File: src/rtl/sram_ctrl_pkg.sv
// Shared constants and grant encoding for the SRAM RW-port controller.
package sram_ctrl_pkg;

  localparam int ADDR_W     = 8;
  localparam int DATA_W     = 24;
  localparam int MASK_W     = 4;
  localparam int RESP_DEPTH = 2;
  localparam int SEG_W      = DATA_W / MASK_W;

  typedef enum logic [1:0] {
    GNT_NONE = 2'd0,
    GNT_WR   = 2'd1,
    GNT_RD   = 2'd2
  } grant_e;

endpackage

File: src/rtl/sram_rw_port_ctrl_if.sv
// Request/response channels between an upstream client and the SRAM controller.
interface sram_rw_port_ctrl_if #(
  parameter int ADDR_W = sram_ctrl_pkg::ADDR_W,
  parameter int DATA_W = sram_ctrl_pkg::DATA_W,
  parameter int MASK_W = sram_ctrl_pkg::MASK_W
);
  logic              wr_valid;
  logic              wr_ready;
  logic [ADDR_W-1:0] wr_addr;
  logic [DATA_W-1:0] wr_data;
  logic [MASK_W-1:0] wr_mask;
  logic              rd_valid;
  logic              rd_ready;
  logic [ADDR_W-1:0] rd_addr;
  logic              resp_valid;
  logic              resp_ready;
  logic [DATA_W-1:0] resp_data;

  modport master (
    output wr_valid, wr_addr, wr_data, wr_mask, rd_valid, rd_addr, resp_ready,
    input  wr_ready, rd_ready, resp_valid, resp_data
  );

  modport slave (
    input  wr_valid, wr_addr, wr_data, wr_mask, rd_valid, rd_addr, resp_ready,
    output wr_ready, rd_ready, resp_valid, resp_data
  );
endinterface

File: src/rtl/sram_resp_fifo.sv
// Small response FIFO; storage is unreset, only pointers and occupancy are.
module sram_resp_fifo #(
  parameter int DEPTH = 2,
  parameter int WIDTH = 24,
  localparam int CNT_W = $clog2(DEPTH + 1),
  localparam int PTR_W = (DEPTH > 1) ? $clog2(DEPTH) : 1
) (
  input  logic             clk,
  input  logic             rst_n,
  input  logic             push,
  input  logic [WIDTH-1:0] push_data,
  input  logic             pop,
  output logic             pop_valid,
  output logic [WIDTH-1:0] pop_data,
  output logic [CNT_W-1:0] count
);

  logic [WIDTH-1:0] mem [DEPTH];
  logic [PTR_W-1:0] wr_ptr;
  logic [PTR_W-1:0] rd_ptr;
  logic             full;
  logic             pop_en;

  function automatic logic [PTR_W-1:0] ptr_inc(input logic [PTR_W-1:0] p);
    return (p == PTR_W'(DEPTH - 1)) ? '0 : p + 1'b1;
  endfunction

  assign full      = (count == CNT_W'(DEPTH));
  assign pop_valid = (count != '0);
  assign pop_en    = pop && pop_valid;
  assign pop_data  = pop_valid ? mem[rd_ptr] : '0;

  always_ff @(posedge clk) begin
    if (push) mem[wr_ptr] <= push_data;
  end

  always_ff @(posedge clk or negedge rst_n) begin
    if (!rst_n) begin
      wr_ptr <= '0;
      rd_ptr <= '0;
      count  <= '0;
    end else begin
      if (push)   wr_ptr <= ptr_inc(wr_ptr);
      if (pop_en) rd_ptr <= ptr_inc(rd_ptr);
      case ({push, pop_en})
        2'b10:   count <= count + CNT_W'(1);
        2'b01:   count <= count - CNT_W'(1);
        default: count <= count;
      endcase
    end
  end

  // Credit upstream guarantees this never fires; a hit means the credit logic is broken.
  always_ff @(posedge clk) begin
    if (rst_n) assert (!(push && full && !pop_en));
  end

endmodule

File: src/rtl/sram_rw_port_ctrl.sv
// Arbitrates write/read channels onto a single-port SRAM; read data returns in order
// through a credit-guarded response FIFO.
module sram_rw_port_ctrl #(
  parameter int ADDR_W     = sram_ctrl_pkg::ADDR_W,
  parameter int DATA_W     = sram_ctrl_pkg::DATA_W,
  parameter int MASK_W     = sram_ctrl_pkg::MASK_W,
  parameter int RESP_DEPTH = sram_ctrl_pkg::RESP_DEPTH
) (
  input  logic               clock,
  input  logic               reset_n,
  sram_rw_port_ctrl_if.slave bus,
  output logic [ADDR_W-1:0]  mem_addr,
  output logic               mem_en,
  output logic               mem_wmode,
  output logic [MASK_W-1:0]  mem_wmask,
  output logic [DATA_W-1:0]  mem_wdata,
  input  logic [DATA_W-1:0]  mem_rdata
);
  import sram_ctrl_pkg::*;

  localparam int CNT_W = $clog2(RESP_DEPTH + 1);

  logic [1:0]       rst_sync;
  logic             rst_n_int;
  grant_e           gnt_c;
  grant_e           last_grant;
  logic             rd_vld_p1;
  logic [CNT_W-1:0] fifo_count;
  logic [CNT_W:0]   outstanding;
  logic             credit_ok;
  logic             wr_req;
  logic             rd_req;

  // Assert asynchronously, release two edges later so no flop sees a runt deassert.
  always_ff @(posedge clock or negedge reset_n) begin
    if (!reset_n) rst_sync <= 2'b00;
    else          rst_sync <= {rst_sync[0], 1'b1};
  end
  assign rst_n_int = rst_sync[1];

  assign outstanding = {1'b0, fifo_count} + (CNT_W+1)'(rd_vld_p1);
  assign credit_ok   = (outstanding < (CNT_W+1)'(RESP_DEPTH));
  assign wr_req      = bus.wr_valid && rst_n_int;
  assign rd_req      = bus.rd_valid && credit_ok && rst_n_int;

  always_comb begin
    gnt_c = GNT_NONE;
    if (wr_req && rd_req) gnt_c = (last_grant == GNT_WR) ? GNT_RD : GNT_WR;
    else if (wr_req)      gnt_c = GNT_WR;
    else if (rd_req)      gnt_c = GNT_RD;
  end

  assign bus.wr_ready = (gnt_c == GNT_WR);
  assign bus.rd_ready = (gnt_c == GNT_RD);

  always_comb begin
    mem_en    = 1'b0;
    mem_wmode = 1'b0;
    mem_addr  = '0;
    mem_wmask = '0;
    mem_wdata = '0;
    case (gnt_c)
      GNT_WR: begin
        mem_en    = 1'b1;
        mem_wmode = 1'b1;
        mem_addr  = bus.wr_addr;
        mem_wmask = bus.wr_mask;
        mem_wdata = bus.wr_data;
      end
      GNT_RD: begin
        mem_en   = 1'b1;
        mem_addr = bus.rd_addr;
      end
      default: ;
    endcase
  end

  // p0 -> p1: macro samples the read address; rdata is valid during the following cycle.
  always_ff @(posedge clock or negedge rst_n_int) begin
    if (!rst_n_int) begin
      last_grant <= GNT_RD;
      rd_vld_p1  <= 1'b0;
    end else begin
      if (gnt_c != GNT_NONE) last_grant <= gnt_c;
      rd_vld_p1 <= (gnt_c == GNT_RD);
    end
  end

  // p1 -> queue: capture macro output into the response FIFO.
  sram_resp_fifo #(
    .DEPTH (RESP_DEPTH),
    .WIDTH (DATA_W)
  ) u_resp_fifo (
    .clk       (clock),
    .rst_n     (rst_n_int),
    .push      (rd_vld_p1),
    .push_data (mem_rdata),
    .pop       (bus.resp_valid && bus.resp_ready),
    .pop_valid (bus.resp_valid),
    .pop_data  (bus.resp_data),
    .count     (fifo_count)
  );

endmodule

File: src/flat_wrapper.sv
// flat-port wrapper written by rule: the top's interface ports become plain ports
module sram_rw_port_ctrl_flat import sram_ctrl_pkg::*;
#(
  parameter int ADDR_W     = sram_ctrl_pkg::ADDR_W,
  parameter int DATA_W     = sram_ctrl_pkg::DATA_W,
  parameter int MASK_W     = sram_ctrl_pkg::MASK_W,
  parameter int RESP_DEPTH = sram_ctrl_pkg::RESP_DEPTH
)
  (clock, reset_n, mem_addr, mem_en, mem_wmode, mem_wmask, mem_wdata, mem_rdata, bus_wr_valid, bus_wr_addr, bus_wr_data, bus_wr_mask, bus_rd_valid, bus_rd_addr, bus_resp_ready, bus_wr_ready, bus_rd_ready, bus_resp_valid, bus_resp_data);
  sram_rw_port_ctrl_if #(.ADDR_W(ADDR_W), .DATA_W(DATA_W), .MASK_W(MASK_W)) bus_i ();
  input  logic clock;
  input  logic reset_n;
  output logic [ADDR_W-1:0] mem_addr;
  output logic mem_en;
  output logic mem_wmode;
  output logic [MASK_W-1:0] mem_wmask;
  output logic [DATA_W-1:0] mem_wdata;
  input  logic [DATA_W-1:0] mem_rdata;
  input wire logic [$bits(bus_i.wr_valid)-1:0] bus_wr_valid;
  input wire logic [$bits(bus_i.wr_addr)-1:0] bus_wr_addr;
  input wire logic [$bits(bus_i.wr_data)-1:0] bus_wr_data;
  input wire logic [$bits(bus_i.wr_mask)-1:0] bus_wr_mask;
  input wire logic [$bits(bus_i.rd_valid)-1:0] bus_rd_valid;
  input wire logic [$bits(bus_i.rd_addr)-1:0] bus_rd_addr;
  input wire logic [$bits(bus_i.resp_ready)-1:0] bus_resp_ready;
  output wire logic [$bits(bus_i.wr_ready)-1:0] bus_wr_ready;
  output wire logic [$bits(bus_i.rd_ready)-1:0] bus_rd_ready;
  output wire logic [$bits(bus_i.resp_valid)-1:0] bus_resp_valid;
  output wire logic [$bits(bus_i.resp_data)-1:0] bus_resp_data;
  assign bus_i.wr_valid = bus_wr_valid;
  assign bus_i.wr_addr = bus_wr_addr;
  assign bus_i.wr_data = bus_wr_data;
  assign bus_i.wr_mask = bus_wr_mask;
  assign bus_i.rd_valid = bus_rd_valid;
  assign bus_i.rd_addr = bus_rd_addr;
  assign bus_i.resp_ready = bus_resp_ready;
  assign bus_wr_ready = bus_i.wr_ready;
  assign bus_rd_ready = bus_i.rd_ready;
  assign bus_resp_valid = bus_i.resp_valid;
  assign bus_resp_data = bus_i.resp_data;
  sram_rw_port_ctrl #(.ADDR_W(ADDR_W), .DATA_W(DATA_W), .MASK_W(MASK_W), .RESP_DEPTH(RESP_DEPTH)) u_core (.clock(clock), .reset_n(reset_n), .bus(bus_i), .mem_addr(mem_addr), .mem_en(mem_en), .mem_wmode(mem_wmode), .mem_wmask(mem_wmask), .mem_wdata(mem_wdata), .mem_rdata(mem_rdata));
endmodule
File: config.mk
export PLATFORM = sky130hd
export DESIGN_NAME = sram_rw_port_ctrl_flat
export DESIGN_NICKNAME = d
export VERILOG_FILES = /design/src/rtl/sram_ctrl_pkg.sv /design/src/rtl/sram_rw_port_ctrl_if.sv /design/src/rtl/sram_resp_fifo.sv /design/src/rtl/sram_rw_port_ctrl.sv /design/src/flat_wrapper.sv
export SDC_FILE = /design/constraint.sdc
export NUM_CORES = 1
export LEC_CHECK = 0
export BUFFER_PORTS_ARGS = -buffer_cell sky130_fd_sc_hd__buf_4
export CAP_MARGIN = 20
export CORE_UTILIZATION = 48
export CTS_BUF_LIST = sky130_fd_sc_hd__clkbuf_4 sky130_fd_sc_hd__clkbuf_8 sky130_fd_sc_hd__clkbuf_16
export DETAILED_ROUTE_END_ITERATION = 8
export PLACE_DENSITY = 0.82
export SLEW_MARGIN = 20
export SYNTH_ARGS = -nofsm -noshare
export SYNTH_HDL_FRONTEND = slang
export SYNTH_HIERARCHICAL = 1
export SYNTH_SLANG_ARGS = --single-unit
File: constraint.sdc
create_clock -name clock -period 3.4 [get_ports clock]
set_input_delay 0.68 -clock clock [delete_from_list [all_inputs] [get_ports clock]]
set_output_delay 0.68 -clock clock [all_outputs]
set_load 0.005 [all_outputs]
* Word level (Yosys, flattened, before mapping)
Memories as Yosys holds them, arrays and structs flattened.
Index checks and enable logic that the tools add are counted.
** Word-level totals
- Flip-flop bits (word level) :: 9
- Bits in latches :: 0
- RAM bits :: 48
- ROM bits :: 0
- Input bits :: 73
- Output and inout port bits :: 65
- Word-level logic and storage cells :: 43
- Memories :: 1
** Operators by class
- $add $sub $neg :: 5
- $mul :: 0
- Div/mod/pow operators :: 0
- Order comparisons :: 1
- Eq/ne operators :: 5
- Shift operators :: 0
- Muxes and demuxes :: 15
- Bitwise logic cells :: 0
- Reductions and logical operators :: 10
** Memory list
- u_core.u_resp_fifo.mem :: depth 2, bits a word 24, read ports 1, clocked after memory_dff 0, write ports 1, line sram_resp_fifo.sv:18 : logic [WIDTH-1:0] mem [DEPTH];
** Operators with widths (count)
- $mux 24 :: 2
- $pmux 8 s2 :: 1
- $mux 2 :: 4
- $eq 2x1->1 const B :: 3
- $logic_and 1x1->1 :: 6
- $mux 1 :: 6
- $reduce_bool 2->1 :: 3
- $eq 2x2->1 const B :: 2
- $mux 4 :: 1
- $pmux 2 s2 :: 1
- $add 2x1->3 :: 1
- $lt 3x2->1 const B :: 1
- $add 1x1->1 const B :: 2
- $add 2x1->2 const B :: 1
- $reduce_or 2->1 :: 1
- $sub 2x1->2 const B :: 1

* Depth between registers and ports, before layout
Gate-level depths: netlist (run 1).
- Depth in word-level cells :: 10
- Depth in mapped cells :: 9
- Gate-level depth less buffers :: 8

* By module
Netlist (run 1), hierarchy kept.
** By module, submodules not included
- sram_resp_fifo :: times used 1, cells each 118, area each 2009.4 sq um
- sram_rw_port_ctrl :: times used 1, cells each 82, area each 578.1 sq um

* Worst setup path before layout (run 1)
Ideal clock, no wire load.
- Path kind :: input to output
- From :: input port bus_wr_valid
- To :: output port mem_wdata[10]
- Arrival :: 1.427 ns
- Slack :: 1.293 ns
- Stages on the path :: 6
- Buffers on the path :: 3
- Path through :: buf_4 > nand2_2 > a41oi_2 > buf_4 > buf_6 > and2_1
** On the way
- Cells in the longest elaborated chain, start to end :: 5
- Elaborated cells between the ends (all ways) :: 6
- Those cells by class :: eq/ne (1); mux (3); reduce/logical (2)
** RTL lines
- start: declaration :: line flat_wrapper.sv:19 : input wire logic [$bits(bus_i.wr_valid)-1:0] bus_wr_valid;
- $logic_and 1x1->1 (*) :: line sram_rw_port_ctrl.sv:43 : assign wr_req = bus.wr_valid && rst_n_int;
- $mux 2 or $logic_and 1x1->1 (tied branches) :: line sram_rw_port_ctrl.sv:49, sram_rw_port_ctrl.sv:48
- $mux 2 (*) :: line sram_rw_port_ctrl.sv:48 : if (wr_req && rd_req) gnt_c = (last_grant == GNT_WR) ? GNT_RD : GNT_WR;
- $eq 2x1->1 (*) :: line sram_rw_port_ctrl.sv:62 : case (gnt_c)
- $mux 24 (*) :: line sram_rw_port_ctrl.sv:62
- end: declaration :: line flat_wrapper.sv:17 : output logic [DATA_W-1:0] mem_wdata;
Mark *: on every way between the ends. The rest lies on a longest branch, timed or not.

* Final worst setup path (run 1)
- From :: register u_core.u_resp_fifo.rd_ptr
- To :: output port bus_resp_data[13]
** On the way
- Cells in the longest elaborated chain, start to end :: 2
** RTL lines
- start: declaration :: line sram_resp_fifo.sv:20 : logic [PTR_W-1:0] rd_ptr;
- start signal: assignment :: line sram_resp_fifo.sv:44 : if (pop_en) rd_ptr <= ptr_inc(rd_ptr);
- $mem_v2 2x24
- $mux 24 :: line sram_resp_fifo.sv:31 : assign pop_data = pop_valid ? mem[rd_ptr] : '0;
- end: declaration :: line flat_wrapper.sv:29 : output wire logic [$bits(bus_i.resp_data)-1:0] bus_resp_data;
Every way passes these cells.

==> results_dict.tcl, run 1 <==
set metrics [dict create \
    clock-root-buffer "clkbuf_8" \
    synth_common_cells "48 x edfxtp_1, 30 x and2_1, 28 x nor2_1" \
    ys_types 28 \
    wl_per_cell_um 14.47 \
    maxSlewViolCount 0 \
    switchingPower_mw 0.7374 \
    nFillCells 366 \
    synth.most_common_cell "edfxtp_1" \
    n_antenna_cell 0 \
    synthArstFlopShare 0.1579 \
    clk_pin_slew_worst_paths_ns 0.06 \
    initial_core_util 0.5034 \
    finalSetupViolCount 0 \
    synth_warnings 6 \
    placed_cells 398 \
    portBuffers 137 \
    ant_nets 0 \
    ir_worst_vdd_mv 0.4270 \
    timing.fmax_ghz 0.4036 \
    syn_to_final_growth_pct 48.36 \
    fin_worst_skew_ns 0.004096 \
    antenna_found_initial 0 \
    crit_path_max_fanout 19 \
    numCtsBuffers 9 \
    cts_setup_buffers 0 \
    ctsHoldBuffers 0 \
    layout-drive-gt1-share 0.4826 \
    final-hold-violation-count 0 \
    dr.first_iter.drc_count 65 \
    grt_max_degree 31 \
    finalNetCount 413 \
    p_int_mw 1.678 \
    status "finished clean" \
    holdCritPathClass "input port to asynchronous set/reset pin" \
    period_share 0.7287 \
    core_area_um2 5140 \
    fin_tns_setup_ns 0 \
    rsz0062_at_grt "no" \
    worst_slew_pin_slew_ns 0.6520 \
    cts_max_level 3 \
    pwr-share-comb 0.367 \
    globalplace.congestion 0.6807 \
    hpwl_um 4315 \
    synth-seq-area-share 0.6446 \
    slew_headroom 0.5634 \
    die_area_um2 5688 \
    routed_wl_um 5992 \
    required_ns 2.72 \
    p_leak_nw 1.741 \
    critical_path.startpoint_type "flip-flop" \
    grt_pass1_wl_um 7907 \
    vias_per_cell 4.758 \
    period_minus_slack_ns 2.478 \
    grt_use_total 0.1986 \
    clock_sinks 57 \
    yosysTopAreaCell "edfxtp_1" \
    netlist_top_cells_area "edfxtp_1 56%, mux2i_1 9.3%, dfrtp_1 7.7%, and2_1 7.3%, nor2_1 4.1%" \
    cts_buffer_depth 2 \
    yosysTopAreaCellShare 0.5571 \
    clkLatencyLatePin_ns 0.32 \
    syn_inst 200 \
    cts_tree "yes" \
    seq_power_share 0.386 \
    cap_violations 0 \
    criticalPathCategory "flip-flop to primary output" \
    syn-num-nets 274 \
    swShare 0.3053 \
    chipWidth_um 75.42 \
    grt-ovfl-total 0 \
    first_pass_iters 4 \
    post_cts_resized 0 \
    power_density_nw_per_um2 629.2 \
    rrSetupSlack_ns 1.28 \
    die_h_um 75.42 \
    num_vias 1970 \
    cp.arrival_ns 1.80 \
    rows 26 \
    grt_pass1_vias 1657 \
    synth-edff-count 48 \
    instances_no_fill 414 \
    pin_count 138 \
    power.share.clock 0.247 \
    drc_errors 0 \
    synth_area_um2 2587 \
    synth_flop_cell "edfxtp_1" \
    synth_seq_cells 57 \
    syn_avg_cell_area_um2 12.94 \
    endpoint_kind "primary output" \
]
power by group through the flow:
stage / clock network, mW / logic, mW / registers [mW]
6_report: 0.598 / 0.886 / 0.932
2_1_floorplan: 0 / 0.512 / 0.920
5_1_grt: 0.639 / 0.969 / 0.944
4_1_cts: 0.608 / 0.898 / 0.934
3_3_place_gp: 0 / 0.878 / 0.943
3_5_place_dp: 0 / 0.890 / 0.949
through the flow:
stage               hold WS [ns]  utilization  worst slack, ns  total power [mW]  cell area (µm²)
CTS                       0.1197       0.7466           0.9078             2.440             3837
global placement          0.3079       0.7086            1.004             1.821             3642
global route              0.1125       0.7468           0.8048             2.552             3839
finish                    0.1290       0.7468           0.9224             2.415             3839
detailed placement        0.3183       0.7086           0.9975             1.839             3642
floorplan                0.08986            -            1.293             1.432             2587
sequential cells by signal, summed over array words and instances, names as in the netlist:
register	count
u_core/last_grant	2
u_core/u_resp_fifo/wr_ptr	1
u_core/rst_sync	2
u_core/u_resp_fifo/count	2
u_core/rd_vld_p1	1
u_core/u_resp_fifo/rd_ptr	1
u_core/u_resp_fifo/mem	48
layout make-up:
cell class                      instances  area (µm²)  area share
Clock buffer                            9       123.9     0.03227
Sequential cell                        57        1668      0.4345
Multi-Input combinational cell        126       814.5      0.2122
Timing Repair Buffer                  141        1059      0.2758
Tap cell                               70       87.58     0.02282
Clock inverter                          7       71.32     0.01858
Inverter                                4       15.01    0.003911
worst max-delay path, stage by stage, from the launching register on:
cell and delay, ns:
dfrtp_1 0.55, buf_4 0.38, mux2i_1 0.28, nor2_1 0.08, buf_4 0.17
layer usage:
metal | vias up | track usage | wire length, µm
li1 | 974 | - | -
met1 | 888 | 0.2155 | 2230
met2 | 97 | 0.3452 | 3077
met3 | 11 | 0.06878 | 568
met4 | 0 | 0.1008 | 115
met5 | - | 0 | 0
layout by cell type, fill, tap and decap left out:
cell        count
clkinv_4        1
a21oi_1         1
clkbuf_8        9
and2_1         29
nand2_2         1
nand2_1        10
nor2_4          1
buf_4         141
o22ai_1         8
inv_2           1
clkinv_2        2
a21o_1          1
bufinv_16       1
conb_1          1
dfrtp_1         8
nor2b_2         2
edfxtp_1       48
and2b_1         1
clkinvlp_4      3
o211ai_1        1
nor2_1         27
xor2_1          3
nor2_2          1
mux2i_1        24
nand3_1         9
dfstp_2         1
and3_1          1
inv_1           3
xnor2_1         2
ha_1            1
a41oi_2         1
and2_2          1
logic make-up (layout without fill, tap and decap cells):
family | count (synthesis) | in the layout | share of synthesized area
compound gates | 12 | 12 | 0.03337
xor+xnor | 5 | 5 | 0.01693
fa+ha+maj | 1 | 1 | 0.004835
buf+inv | 17 | 161 | 0.04207
flops | 57 | 57 | 0.6446
mux | 24 | 24 | 0.09284
other cells | 1 | 1 | 0.001449
simple gates | 83 | 83 | 0.1639
worst paths after layout:
| check | start | end | cells after the start |
|---|---|---|---|
| max | u_core/u_resp_fifo/rd_ptr$_DFFE_PN0P_ | bus_resp_data[13] | 4 |
| min | reset_n | u_core/rst_sync[1]$_DFF_PN0_ | 1 |
| max reg2reg | u_core/u_resp_fifo/count[0]$_DFFE_PN0P_ | u_core/u_resp_fifo/count[1]$_DFFE_PN0P_ | 7 |
| min reg2reg | u_core/rst_sync[1]$_DFF_PN0_ | u_core/u_resp_fifo/count[1]$_DFFE_PN0P_ | 1 |
| max in group asynchronous | u_core/rst_sync[1]$_DFF_PN0_ | u_core/last_grant[1]$_DFFE_PN1P_ | 1 |
| min in group clock | u_core/rst_sync[0]$_DFF_PN0_ | u_core/rst_sync[1]$_DFF_PN0_ | 0 |
No activity file was read; power rests on OpenSTA's default activity.
==> run 2, diff against run 1 <==
--- a/config.mk
+++ b/config.mk
@@ -7,10 +7,10 @@
 export LEC_CHECK = 0
 export BUFFER_PORTS_ARGS = -buffer_cell sky130_fd_sc_hd__buf_4
 export CAP_MARGIN = 20
-export CORE_UTILIZATION = 48
+export CORE_UTILIZATION = 45
 export CTS_BUF_LIST = sky130_fd_sc_hd__clkbuf_4 sky130_fd_sc_hd__clkbuf_8 sky130_fd_sc_hd__clkbuf_16
 export DETAILED_ROUTE_END_ITERATION = 8
-export PLACE_DENSITY = 0.82
+export PLACE_DENSITY = 0.77
 export SLEW_MARGIN = 20
 export SYNTH_ARGS = -nofsm -noshare
 export SYNTH_HDL_FRONTEND = slang
==> constraint.sdc (replaced) <==
create_clock -name clock -period 2.5 [get_ports clock]
set_input_delay 0.5 -clock clock [delete_from_list [all_inputs] [get_ports clock]]
set_output_delay 0.5 -clock clock [all_outputs]
set_load 0.005 [all_outputs]
==> run 2 against run 1 <==
Flip-flop and latch count unchanged. First-iteration DRC count up 40%. Critical path type unchanged. Clock-buffer cell count up 1. Critical path depth unchanged. Routed wire length about the same. Sequential share of layout area down 0.28 points. Die area up 6.5%. Non-clock buffer count up 5. Global-route usage up 0.31 points. Worst hold slack better by 0.20 ns. Setup slack worse by 0.69 ns. Largest cell class unchanged.
==> results_dict.tcl, run 2 (synthesized netlist as in run 1, its figures left out) <==
set metrics [dict create \
    clkLatencyLatePin_ns 0.32 \
    grt_pass1_wl_um 9121 \
    rsz0062_at_grt "no" \
    endpoint_kind "primary output" \
    top_register "u_core/u_resp_fifo/mem" \
    nFillCells 420 \
    layout_commonest_cell "buf_4" \
    holdCritPathClass "flip-flop to asynchronous set/reset pin" \
    final-hold-violation-count 0 \
    vias_per_cell 4.843 \
    num_vias 2034 \
    hpwl_um 4424 \
    cts_tree "yes" \
    place_ws_ns 0.4595 \
    timing.fmax_ghz 0.4414 \
    setup_ws_ns 0.2346 \
    fin_worst_skew_ns 0.007473 \
    fin_util 0.6974 \
    finalSetupViolCount 0 \
    period_minus_slack_ns 2.265 \
    cts_buffer_depth 2 \
    first_pass_iters 4 \
    grt_pass1_vias 1953 \
    holdWs_ns 0.3245 \
    globalplace.congestion 0.7349 \
    clock_sinks 57 \
    initial_core_util 0.4670 \
    core_area_um2 5540 \
    die_h_um 77.83 \
    final_cell_mix "145 x buf_4, 48 x edfxtp_1, 30 x and2_1, 27 x nor2_1, 24 x mux2i_1" \
    syn_to_final_growth_pct 49.32 \
    fin_tns_setup_ns 0 \
    maxSlewViolCount 0 \
    chipWidth_um 77.83 \
    worst_slew_pin_slew_ns 0.6537 \
    multiInputGateArea_um2 813.3 \
    largest_reg_flops 48 \
    rrSetupSlack_ns 0.69 \
    wl_per_cell_um 14.28 \
    crit_path_max_fanout 8 \
    p_leak_nw 1.768 \
    n_antenna_cell 0 \
    rows 27 \
    die_area_um2 6058 \
    register_area_um2 1668 \
    cp.arrival_ns 1.77 \
    slew_headroom 0.5623 \
    ir_worst_vdd_mv 0.7495 \
    grt_use_total 0.2017 \
    cap_violations 0 \
    required_ns 2.00 \
    portBuffers 137 \
    dr.first_iter.drc_count 91 \
    criticalPathCategory "flip-flop to primary output" \
    grt_max_degree 25 \
    critical_path.startpoint_type "flip-flop" \
    ant_nets 0 \
    layout-drive-gt1-share 0.4770 \
    grt-ovfl-total 0 \
    power_density_nw_per_um2 849.7 \
    clk_pin_slew_worst_paths_ns 0.06 \
    antenna_found_initial 0 \
    numCtsBuffers 9 \
    drc_errors 0 \
    pin_count 138 \
    status "finished clean" \
    period_share 0.9062 \
    cts_max_level 3 \
    routed_wl_um 5996 \
    finalNetCount 418 \
    clock-root-buffer "clkbuf_8" \
]
run 2: cell count changes in the layout (fill, tap and decap cells not counted), sizes merged:
cell / previous run / this run
clkbuf: 9 / 10
dlygate4sd3: 0 / 1
clkinv: 3 / 4
clkinvlp: 3 / 0
buf: 141 / 145
run 2: final cells by class:
type | count | area share
clock inverter | 5 | 0.01231
clock buffer | 10 | 0.03400
tap | 72 | 0.02332
multi-input combinational | 126 | 0.2105
timing repair buffer | 146 | 0.2843
inverter | 4 | 0.003886
sequential | 57 | 0.4317
run 2: repair_timing:
| action | 4_1_cts | 5_1_grt |
|---|---|---|
| hold buffers | 1 | 0 |
| endpoints found under the hold margin | 2 | 0 |
| gates resized for setup | 0 | 0 |
| endpoints found under the setup margin | 0 | 0 |
| buffers inserted | 0 | 0 |
run 2: stage by stage:
stage | cell area (µm²) | instances | power [mW]
final | 3864 | 420 | 3.283
after floorplan | 2587 | 200 | 1.947
after global routing | 3864 | 420 | 3.469
after global placement | 3675 | 404 | 2.516
after CTS | 3864 | 420 | 3.330
after detailed placement | 3675 | 404 | 2.539
run 2: power by group:
group          leakage [nW]  internal [mW]  switching [mW]
sequential            0.541           1.18           0.102
combinational          1.13          0.672           0.551
clock                0.0944          0.455           0.325
run 2: critical path, cell delays in order (launching register included):
cell and delay (ns):
dfstp_2 0.53, nor2b_2 0.06, o211ai_1 0.54, o22ai_1 0.15, buf_4 0.17
run 2: worst paths after layout:
check | from | endpoint | cells after the start
max | u_core/last_grant[1]$_DFFE_PN1P_ | mem_addr[0] | 4
min | u_core/rst_sync[1]$_DFF_PN0_ | u_core/u_resp_fifo/rd_ptr$_DFFE_PN0P_ | 1
max reg2reg | u_core/u_resp_fifo/count[0]$_DFFE_PN0P_ | u_core/u_resp_fifo/count[1]$_DFFE_PN0P_ | 7
min reg2reg | u_core/rst_sync[1]$_DFF_PN0_ | u_core/u_resp_fifo/rd_ptr$_DFFE_PN0P_ | 1
max in group asynchronous | reset_n | u_core/rst_sync[1]$_DFF_PN0_ | 2
min in group clock | u_core/rst_sync[0]$_DFF_PN0_ | u_core/rst_sync[1]$_DFF_PN0_ | 0
run 2: routing by layer:
layer / GRT usage / part of all wire
met5: 0 / 0
met2: 0.3628 / 0.53
met1: 0.2152 / 0.36
met4: 0.09434 / 0.020
met3: 0.06000 / 0.087
==> run 3, diff against run 2 <==
--- a/config.mk
+++ b/config.mk
@@ -7,12 +7,11 @@
 export LEC_CHECK = 0
 export BUFFER_PORTS_ARGS = -buffer_cell sky130_fd_sc_hd__buf_4
 export CAP_MARGIN = 20
-export CORE_UTILIZATION = 45
+export CORE_UTILIZATION = 44
 export CTS_BUF_LIST = sky130_fd_sc_hd__clkbuf_4 sky130_fd_sc_hd__clkbuf_8 sky130_fd_sc_hd__clkbuf_16
 export DETAILED_ROUTE_END_ITERATION = 8
-export PLACE_DENSITY = 0.77
+export PLACE_DENSITY = 0.76
 export SLEW_MARGIN = 20
 export SYNTH_ARGS = -nofsm -noshare
 export SYNTH_HDL_FRONTEND = slang
-export SYNTH_HIERARCHICAL = 1
 export SYNTH_SLANG_ARGS = --single-unit
==> run 3 against run 2 <==
Die area fell by 0.73%. Core utilization is 0.34 points lower. First-iteration DRC count is 29% lower. Synthesized cell count decreased by 12%. Non-clock buffer count fell by 1. Global-route usage decreased by 1.9 points. Power fell by 1.2%. Clock skew is 0.00085 ns higher. Clock power grew 0.6%. Sequential power fell by 4%. Synthesized area is 2.9% lower. Routed wire length down 8.0%. Critical path type unchanged. Highest routed layer unchanged.
==> results_dict.tcl, run 3 <==
set metrics [dict create \
    numCtsBuffers 9 \
    critical_path.startpoint_type "flip-flop" \
    fin_tns_setup_ns 0 \
    nFillCells 405 \
    crit_top_cell "buf_4" \
    portBuffers 137 \
    cp.arrival_ns 1.87 \
    yosysTopAreaCell "edfxtp_1" \
    period_minus_slack_ns 2.367 \
    n_antenna_cell 0 \
    vias_per_cell 4.643 \
    wl_per_cell_um 13.79 \
    clock_sinks 57 \
    synth-edff-count 48 \
    cts_max_level 3 \
    slowest_delay_ns 0.42 \
    power_density_nw_per_um2 848.8 \
    holdCritPathClass "flip-flop to asynchronous set/reset pin" \
    synth.most_common_cell "edfxtp_1" \
    required_ns 2.00 \
    synth_area_um2 2511 \
    timing.fmax_ghz 0.4224 \
    grt_use_total 0.1828 \
    clkLatencyLatePin_ns 0.32 \
    finalSetupViolCount 0 \
    p_leak_nw 1.742 \
    final-hold-violation-count 0 \
    syn_to_final_growth_pct 52.17 \
    pin_count 138 \
    globalplace.congestion 0.7271 \
    grt_max_degree 39 \
    dr.first_iter.drc_count 65 \
    chipWidth_um 77.55 \
    path_cells "nand2b_4, o311a_1, buf_4, a22o_1, buf_4" \
    layout-drive-gt1-share 0.5030 \
    yosysTopAreaCellShare 0.5740 \
    first_pass_iters 4 \
    synthArstFlopShare 0.1579 \
    syn-num-nets 251 \
    fin_worst_skew_ns 0.008320 \
    antenna_found_initial 0 \
    endpoint_kind "primary output" \
    top_register "u_core.u_resp_fifo.mem" \
    rows 27 \
    setup_ws_ns 0.1328 \
    ir_worst_vdd_mv 0.4985 \
    status "finished clean" \
    grt-ovfl-total 0 \
    cts_tree "yes" \
    hpwl_um 3932 \
    syn_avg_cell_area_um2 14.19 \
    netlist_top_cells_area "edfxtp_1 57%, mux2i_1 9.6%, dfrtp_1 8.0%, and2_1 7.2%, nor2_1 4.0%" \
    largest_reg_flops 48 \
    period_share 0.9469 \
    place_ws_ns 0.3920 \
    num_vias 1857 \
    core_area_um2 5507 \
    clk_pin_slew_worst_paths_ns 0.06 \
    cts_buffer_depth 2 \
    ant_nets 0 \
    rsz0062_at_grt "no" \
    syn_inst 177 \
    clock-root-buffer "clkbuf_8" \
    cts_setup_buffers 0 \
    slowest_stage "dfrtp_1" \
    grt_pass1_wl_um 8397 \
    maxSlewViolCount 0 \
    die_h_um 77.55 \
    drc_errors 0 \
    criticalPathCategory "flip-flop to primary output" \
    routed_wl_um 5515 \
    synth-seq-area-share 0.6642 \
    finalPower_mw 3.243 \
    synth_flop_cell "edfxtp_1" \
    initial_core_util 0.4560 \
    cap_violations 0 \
    ys_types 25 \
    synth_warnings 0 \
    die_area_um2 6013 \
    layout_commonest_cell "buf_4" \
    crit_path_max_fanout 38 \
    synth_common_cells "48 x edfxtp_1, 29 x and2_1, 27 x nor2_1" \
    finalNetCount 397 \
    final_cell_mix "144 x buf_4, 48 x edfxtp_1, 29 x and2_1, 25 x nor2_1, 24 x mux2i_1" \
    synth_seq_cells 57 \
    grt_pass1_vias 1792 \
]
## run 3: cell count changes in the layout (fill, tap and decap cells not counted), sizes merged, moves of 2 or more
cell      before  now
nand2         11    2
o22ai          8    0
nand3          9    0
nand2b         0    2
nor2          29   27
clkinvlp       0    2
a22o           0    8
## run 3: repair_timing
item | in CTS | in global routing
endpoints found under the hold margin | 2 | 0
gates resized for setup | 0 | 1
hold buffers | 1 | 0
endpoints found under the setup margin | 0 | 5
## run 3: critical path, delay by kind of cell, from the launching register on
kind / cells / cell delay (ns)
compound gates: 2 / 0.60
flops: 1 / 0.42
simple gates: 1 / 0.17
buf+inv: 2 / 0.36
## run 3: cells by family (layout without fill, tap and decap cells)
kind of cell	count (synthesis)	count (layout)	share of synthesized area
compound gates	12	12	0.05033
xor+xnor	5	5	0.01744
other cells	1	1	0.001493
mux	24	24	0.09567
fa+ha+maj	1	1	0.004982
buf+inv	14	165	0.03089
flops	57	57	0.6642
simple gates	63	63	0.1350
## run 3: stage by stage
stage	instance area (µm²)	util	hold WS [ns]	std cells
after detailed placement	3625	0.6583	0.1673	383
after global routing	3821	0.6939	0.1445	400
after global placement	3625	0.6583	0.1574	383
after floorplan	2511	-	0.1241	177
after CTS	3820	0.6937	0.1699	400
final	3821	0.6939	0.1159	400
## run 3: worst paths after layout
check | startpoint | cells after the start | slack (ns) | endpoint
max reg2reg | u_core.u_resp_fifo.count[0]$_DFFE_PN0P_ | 6 | 0.96 | u_core.u_resp_fifo.count[1]$_DFFE_PN0P_
min in group clock | u_core.rst_sync[0]$_DFF_PN0_ | 0 | 0.36 | u_core.rst_sync[1]$_DFF_PN0_
max | u_core.u_resp_fifo.count[1]$_DFFE_PN0P_ | 5 | 0.13 | mem_addr[3]
max in group asynchronous | reset_n | 2 | 1.90 | u_core.rst_sync[1]$_DFF_PN0_
min | u_core.rst_sync[1]$_DFF_PN0_ | 0 | 0.12 | u_core.u_resp_fifo.wr_ptr$_DFFE_PN0P_
min reg2reg | u_core.rst_sync[1]$_DFF_PN0_ | 0 | 0.12 | u_core.u_resp_fifo.wr_ptr$_DFFE_PN0P_
## run 3: report_power, final
group | internal (mW) | switching, mW
Combinational | 0.679 | 0.547
Clock | 0.447 | 0.338
Sequential | 1.17 | 0.0662
Total | 2.29 | 0.951
## run 3: metal layers
layer / part of all wire / global-route usage
met1: 0.41 / 0.2240
met4: 0.015 / 0.1094
met3: 0.060 / 0.04588
met5: 0 / 0
met2: 0.51 / 0.2912
## run 3: area by class of cell
class | instances | area, µm² | area share
flip-flops and latches | 57 | 1669 | 0.4368
clock buffers | 9 | 123.9 | 0.03242
inverters | 4 | 15.01 | 0.003929
multi-input cells | 106 | 770.7 | 0.2017
well taps | 72 | 90.09 | 0.02358
clock inverters | 7 | 61.31 | 0.01604
repair buffers | 145 | 1091 | 0.2855
